## src/rtl/aes_128_key_server.sv

```systemverilog
// On-the-fly AES-128 round-key generator for a 4-cycle-round AES core.
// Holds the cipher key and produces round keys 1..10, one per key_ready request.
module aes_128_key_server #(
    parameter logic [127:0] KEY_INIT = 128'h0f0e0d0c0b0a09080706050403020100
) (
    input  logic         clk,
    input  logic         kill_n,
    input  logic [127:0] key_in,
    input  logic         key_load,
    input  logic         in_en,
    input  logic         key_ready,
    input  logic         out_en,
    output logic [127:0] key_round,
    output logic [3:0]   round_idx,
    output logic         key_busy,
    output logic         key_err
);

    typedef enum logic {IDLE, RUN} state_t;

    localparam logic [7:0] SBOX [256] = '{
        8'h63, 8'h7c, 8'h77, 8'h7b, 8'hf2, 8'h6b, 8'h6f, 8'hc5, 8'h30, 8'h01, 8'h67, 8'h2b, 8'hfe, 8'hd7, 8'hab, 8'h76,
        8'hca, 8'h82, 8'hc9, 8'h7d, 8'hfa, 8'h59, 8'h47, 8'hf0, 8'had, 8'hd4, 8'ha2, 8'haf, 8'h9c, 8'ha4, 8'h72, 8'hc0,
        8'hb7, 8'hfd, 8'h93, 8'h26, 8'h36, 8'h3f, 8'hf7, 8'hcc, 8'h34, 8'ha5, 8'he5, 8'hf1, 8'h71, 8'hd8, 8'h31, 8'h15,
        8'h04, 8'hc7, 8'h23, 8'hc3, 8'h18, 8'h96, 8'h05, 8'h9a, 8'h07, 8'h12, 8'h80, 8'he2, 8'heb, 8'h27, 8'hb2, 8'h75,
        8'h09, 8'h83, 8'h2c, 8'h1a, 8'h1b, 8'h6e, 8'h5a, 8'ha0, 8'h52, 8'h3b, 8'hd6, 8'hb3, 8'h29, 8'he3, 8'h2f, 8'h84,
        8'h53, 8'hd1, 8'h00, 8'hed, 8'h20, 8'hfc, 8'hb1, 8'h5b, 8'h6a, 8'hcb, 8'hbe, 8'h39, 8'h4a, 8'h4c, 8'h58, 8'hcf,
        8'hd0, 8'hef, 8'haa, 8'hfb, 8'h43, 8'h4d, 8'h33, 8'h85, 8'h45, 8'hf9, 8'h02, 8'h7f, 8'h50, 8'h3c, 8'h9f, 8'ha8,
        8'h51, 8'ha3, 8'h40, 8'h8f, 8'h92, 8'h9d, 8'h38, 8'hf5, 8'hbc, 8'hb6, 8'hda, 8'h21, 8'h10, 8'hff, 8'hf3, 8'hd2,
        8'hcd, 8'h0c, 8'h13, 8'hec, 8'h5f, 8'h97, 8'h44, 8'h17, 8'hc4, 8'ha7, 8'h7e, 8'h3d, 8'h64, 8'h5d, 8'h19, 8'h73,
        8'h60, 8'h81, 8'h4f, 8'hdc, 8'h22, 8'h2a, 8'h90, 8'h88, 8'h46, 8'hee, 8'hb8, 8'h14, 8'hde, 8'h5e, 8'h0b, 8'hdb,
        8'he0, 8'h32, 8'h3a, 8'h0a, 8'h49, 8'h06, 8'h24, 8'h5c, 8'hc2, 8'hd3, 8'hac, 8'h62, 8'h91, 8'h95, 8'he4, 8'h79,
        8'he7, 8'hc8, 8'h37, 8'h6d, 8'h8d, 8'hd5, 8'h4e, 8'ha9, 8'h6c, 8'h56, 8'hf4, 8'hea, 8'h65, 8'h7a, 8'hae, 8'h08,
        8'hba, 8'h78, 8'h25, 8'h2e, 8'h1c, 8'ha6, 8'hb4, 8'hc6, 8'he8, 8'hdd, 8'h74, 8'h1f, 8'h4b, 8'hbd, 8'h8b, 8'h8a,
        8'h70, 8'h3e, 8'hb5, 8'h66, 8'h48, 8'h03, 8'hf6, 8'h0e, 8'h61, 8'h35, 8'h57, 8'hb9, 8'h86, 8'hc1, 8'h1d, 8'h9e,
        8'he1, 8'hf8, 8'h98, 8'h11, 8'h69, 8'hd9, 8'h8e, 8'h94, 8'h9b, 8'h1e, 8'h87, 8'he9, 8'hce, 8'h55, 8'h28, 8'hdf,
        8'h8c, 8'ha1, 8'h89, 8'h0d, 8'hbf, 8'he6, 8'h42, 8'h68, 8'h41, 8'h99, 8'h2d, 8'h0f, 8'hb0, 8'h54, 8'hbb, 8'h16
    };

    state_t       state;
    logic [127:0] cipher_key;
    logic [127:0] step_base;
    logic [3:0]   step_idx;
    logic [127:0] next_key;

    function automatic logic [7:0] rcon_for(input logic [3:0] idx);
        case (idx)
            4'd0:    return 8'h01;
            4'd1:    return 8'h02;
            4'd2:    return 8'h04;
            4'd3:    return 8'h08;
            4'd4:    return 8'h10;
            4'd5:    return 8'h20;
            4'd6:    return 8'h40;
            4'd7:    return 8'h80;
            4'd8:    return 8'h1b;
            4'd9:    return 8'h36;
            default: return 8'h00;
        endcase
    endfunction

    // One key-schedule step; byte 0 of each word sits in its low byte, so RotWord is a right rotate.
    function automatic logic [127:0] expand_step(input logic [127:0] k, input logic [7:0] rc);
        logic [31:0] rot;
        logic [31:0] temp;
        logic [31:0] n0;
        logic [31:0] n1;
        logic [31:0] n2;
        logic [31:0] n3;
        rot  = {k[103:96], k[127:104]};
        temp = {SBOX[rot[31:24]], SBOX[rot[23:16]], SBOX[rot[15:8]], SBOX[rot[7:0]]} ^ {24'b0, rc};
        n0   = k[31:0]   ^ temp;
        n1   = k[63:32]  ^ n0;
        n2   = k[95:64]  ^ n1;
        n3   = k[127:96] ^ n2;
        return {n3, n2, n1, n0};
    endfunction

    // A restart in the same cycle as a request steps from the round-0 key rather than the current one.
    always_comb begin
        step_base = key_round;
        step_idx  = round_idx;
        if (state == IDLE) begin
            step_base = key_load ? key_in : cipher_key;
            step_idx  = 4'd0;
        end else if (in_en) begin
            step_base = cipher_key;
            step_idx  = 4'd0;
        end
        next_key = expand_step(step_base, rcon_for(step_idx));
    end

    always_ff @(posedge clk or negedge kill_n) begin
        if (!kill_n) begin
            state      <= IDLE;
            cipher_key <= KEY_INIT;
            key_round  <= KEY_INIT;
            round_idx  <= 4'd0;
            key_busy   <= 1'b0;
            key_err    <= 1'b0;
        end else if (out_en) begin
            state     <= IDLE;
            key_round <= cipher_key;
            round_idx <= 4'd0;
            key_busy  <= 1'b0;
            if (key_load) key_err <= 1'b1;
        end else if (state == IDLE) begin
            if (key_load) cipher_key <= key_in;
            if (in_en) begin
                state    <= RUN;
                key_busy <= 1'b1;
            end
            if (in_en && key_ready) begin
                key_round <= next_key;
                round_idx <= 4'd1;
            end else begin
                key_round <= key_load ? key_in : cipher_key;
                round_idx <= 4'd0;
            end
        end else begin
            if (key_load) key_err <= 1'b1;
            if (in_en) begin
                key_round <= key_ready ? next_key : cipher_key;
                round_idx <= key_ready ? 4'd1 : 4'd0;
            end else if (key_ready) begin
                // Asking past round 10 is an overrun: flag it and hold the last key.
                if (round_idx < 4'd10) begin
                    key_round <= next_key;
                    round_idx <= round_idx + 4'd1;
                end else begin
                    key_err <= 1'b1;
                end
            end
        end
    end

endmodule

```

## config.mk

```make
export PLATFORM = sky130hd
export DESIGN_NAME = aes_128_key_server
export DESIGN_NICKNAME = d
export VERILOG_FILES = /design/src/rtl/aes_128_key_server.sv
export SDC_FILE = /design/constraint.sdc
export NUM_CORES = 2
export LEC_CHECK = 0
export CORE_MARGIN = 1.5
export CORE_UTILIZATION = 27
export DETAILED_ROUTE_END_ITERATION = 12
export HOLD_SLACK_MARGIN = 0.05
export SLEW_MARGIN = 10
export SYNTH_ARGS = -nofsm -noshare
export SYNTH_HDL_FRONTEND = slang
export SYNTH_SLANG_ARGS = --single-unit
```

## constraint.sdc

```tcl
create_clock -name clk -period 4.6 [get_ports clk]
set_input_delay 0.69 -clock clk [delete_from_list [all_inputs] [get_ports clk]]
set_output_delay 0.69 -clock clk [all_outputs]
set_load 0.1 [all_outputs]
```

==> metrics.txt <==
outcome=finished clean; register area share after synthesis=0.1982; via count=43040; max layer used=met5; Hold Crit Class=in -> async; DPL Wire Length=171.3 mm; crit path cell chain=buf_4 -> mux2_4 -> buf_4 -> ha_1 -> buf_4 -> a21oi_1 -> o221ai_1 -> o22ai_1 -> a21oi_2 -> a21oi_4 -> buf_4 -> xnor3_1 -> xnor3_1 -> a221oi_1; f_max=0.2198 GHz; Total Wirelength=218.2 mm; Initial Util=0.2719; first-pass GRT wire length=308.5 mm; CTS buffer count=35; RSZ-0062 raised after global routing=yes; M1 wire length=86.45 mm; Mapped Nets=4486; root buf cell=clkbuf_16; nets@finish=5531; PD cells=629.0 nW/um^2; site row count=129; 1st-iter DRT viols=5670; Unique masters post-synth=109; proportion of power drawn by the clock network=0.094; commonest non-fill, non-tap cell in the layout=buf_4; sw power=16.20 mW; Peak VDD IR=0.4739 mV; CTS H-tree lvls=2; Tmin final=4550 ps; CP delay by family, top=compound AO/OA/AOI/OAI gates; most used cell, CP=buf_4; Yosys reg bits=263; WP data arrival=5020 ps; EDFF count, synth=0; Placeable Area=123600 sq um; grt total ovfl=0; CTS clk-pin slew, worst paths=60 ps; area of the mapped netlist=33610 sq um; CTS tree=built; met3 wire length=19.46 mm; CP max stage delay=590 ps; clock tree sinks=263; vias per std cell=6.133; IO buf count=267; Final Instance Area=47430 sq um; slowest cell on the critical path=dfrtp_4; ratio of cells with drive above 1 in the final layout=0.3102; Max Transition Viols Final=0; later-pin clock latency in the skew report=590 ps; ys flop type=dfrtp_1; Seq pwr share=0.130; highest-count cells in the layout ignoring fill and taps=buf_4, nand2_1, nor2_1, a21oi_1, o21ai_0; Die X=355.8 microns; GRT Total Usage=0.3318; setup TNS=0 ps; filler instances=12870; Slew @ Worst Pin=1264 ps; skew final=30.42 ps; max_cap viols=0; CP Launch Type=flip-flop; post-synthesis async set-or-reset flop share=1.000; overall power=29.84 mW; Required @ worst endpoint=5070 ps; area post-placement=46060 sq um; slew margin rel.=0.1575; gpl congestion=1.074; met2 WL=95.16 mm; largest fanout on the critical path=15; layout overhead on the synthesized area=41.12%; I/O Pins=268; die height=355.8 microns; Final period util=0.9892; worst setup margin=49.76 ps; Int Pwr=13.64 mW; switching share of power=0.5428; initial antenna violation count=17; post-route ant nets=0; Hold Fails Final Rpt=0; Worst Path Buf+Inv=4; leak pwr=19.60 nW; worst hold slack=81.73 ps; die area=126600 sq um; Setup CP Type=reg -> reg; largest net degree at the start of global routing=97; syn_area_per_cell=7.815 sq um; vias in the first global route=41360; CTS max path bufs=3; Setup crit end kind=flip-flop; DR WL/cell=31.10 microns; Syn Inst Count=4301; combinational fraction of design power=0.777; pre-CTS setup slack=-881.4 ps; drc violations=0; Setup Viol. Count Final=0; Ys Warns=0; Pre-Repair DR Iteration Count=7
## worst reg2reg max path, stage by stage (launching register included)
cell      delay (ps)
dfrtp_4          590
buf_4            200
mux2_4           330
buf_4            220
ha_1             330
buf_4            220
a21oi_1          260
o221ai_1         340
o22ai_1          350
a21oi_2          120
a21oi_4          220
buf_4            160
xnor3_1          420
xnor3_1          350
a221oi_1         330
## through the flow
stage | cells | utilization
3_3_place_gp | 6939 | 0.3725
6_report | 7018 | 0.3837
3_5_place_dp | 6939 | 0.3725
5_1_grt | 7015 | 0.3836
2_1_floorplan | 4301 | -
4_1_cts | 7001 | 0.3819
## final cells by class
class | instances | area [sq um] | share of cell area
flip-flops and latches | 263 | 6665 | 0.1405
clock inverters | 11 | 103.9 | 0.002189
diodes | 10 | 25.02 | 0.0005276
inverters | 44 | 167.7 | 0.003535
multi-input cells | 3533 | 24800 | 0.5229
well taps | 1637 | 2048 | 0.04318
repair buffers | 1469 | 12620 | 0.2660
clock buffers | 51 | 1006 | 0.02121
## metal layers
layer  vias to the layer above  global-route usage
li1                      18630                   -
met1                     21190              0.4222
met2                      2600              0.5119
met3                       614             0.06182
met4                        10              0.2179
met5                         -                   0
## kinds of logic after synthesis
kind of cell,Yosys count,synth area share
and+or+nand+nor,1270,0.1713
AOI/OAI and AO/OA,1576,0.3256
DFF,263,0.1982
adders and majority gates,51,0.01898
xor gates and xnor gates,149,0.05007
buffers and inverters,505,0.07318
muxes,487,0.1627
## synthesized netlist by cell type (all sizes together) (26+ instances only)
| library cell | number | share of area |
|---|---|---|
| a2111oi | 27 | 0.0071 |
| a211oi | 132 | 0.030 |
| a21oi | 363 | 0.054 |
| a221oi | 99 | 0.026 |
| a222oi | 29 | 0.0086 |
| a311oi | 57 | 0.015 |
| a31oi | 59 | 0.011 |
| and3 | 26 | 0.0048 |
| buf | 274 | 0.047 |
| clkbuf | 187 | 0.021 |
| dfrtp | 199 | 0.15 |
| dfstp | 64 | 0.050 |
| ha | 51 | 0.019 |
| inv | 36 | 0.0040 |
| mux2 | 195 | 0.066 |
| mux2i | 276 | 0.086 |
| nand2 | 407 | 0.046 |
| nand2b | 27 | 0.0050 |
| nand3 | 113 | 0.017 |
| nor2 | 402 | 0.045 |
| nor2b | 71 | 0.013 |
| nor3 | 107 | 0.016 |
| o211ai | 75 | 0.017 |
| o21ai | 287 | 0.043 |
| o221ai | 51 | 0.013 |
| o22ai | 64 | 0.012 |
| o311ai | 39 | 0.010 |
| xnor2 | 94 | 0.025 |
| xor2 | 31 | 0.0085 |
## power groups by stage
stage | Clock [mW] | Sequential [mW] | Combinational (mW)
final | 2.79 | 3.87 | 23.2
after global routing | 2.90 | 3.93 | 24.0
after CTS | 2.81 | 3.84 | 22.6
after detailed placement | 0 | 3.87 | 22.4
after global placement | 0 | 3.86 | 22.6
after floorplan | 0 | 6.51 | 9.05
## flip-flops by register name (all words and copies together), names as in the netlist
name / count
cipher_key: 128
round_idx: 4
key_busy: 1
state: 1
key_round: 128
key_err: 1
## final timing paths
| kind | start | end | depth (start not counted) | slack, ps |
|---|---|---|---|---|
| max | state | key_round[96] | 14 | 50 |
| min | kill_n | key_round[5] | 1 | 80 |
| max reg2reg | state | key_round[96] | 14 | 50 |
| min reg2reg | key_err | key_err | 1 | 470 |
| max in group asynchronous | kill_n | cipher_key[49] | 2 | 3370 |
| min in group clk | key_err | key_err | 1 | 470 |
## timing repair
action,4_1_cts,5_1_grt
pin swaps,0,8
setup endpoints to repair,13,51
gates resized for setup,10,38
hold buffers,0,0
setup buffers,0,7
Note: power is estimated with default switching activity, not from simulation.
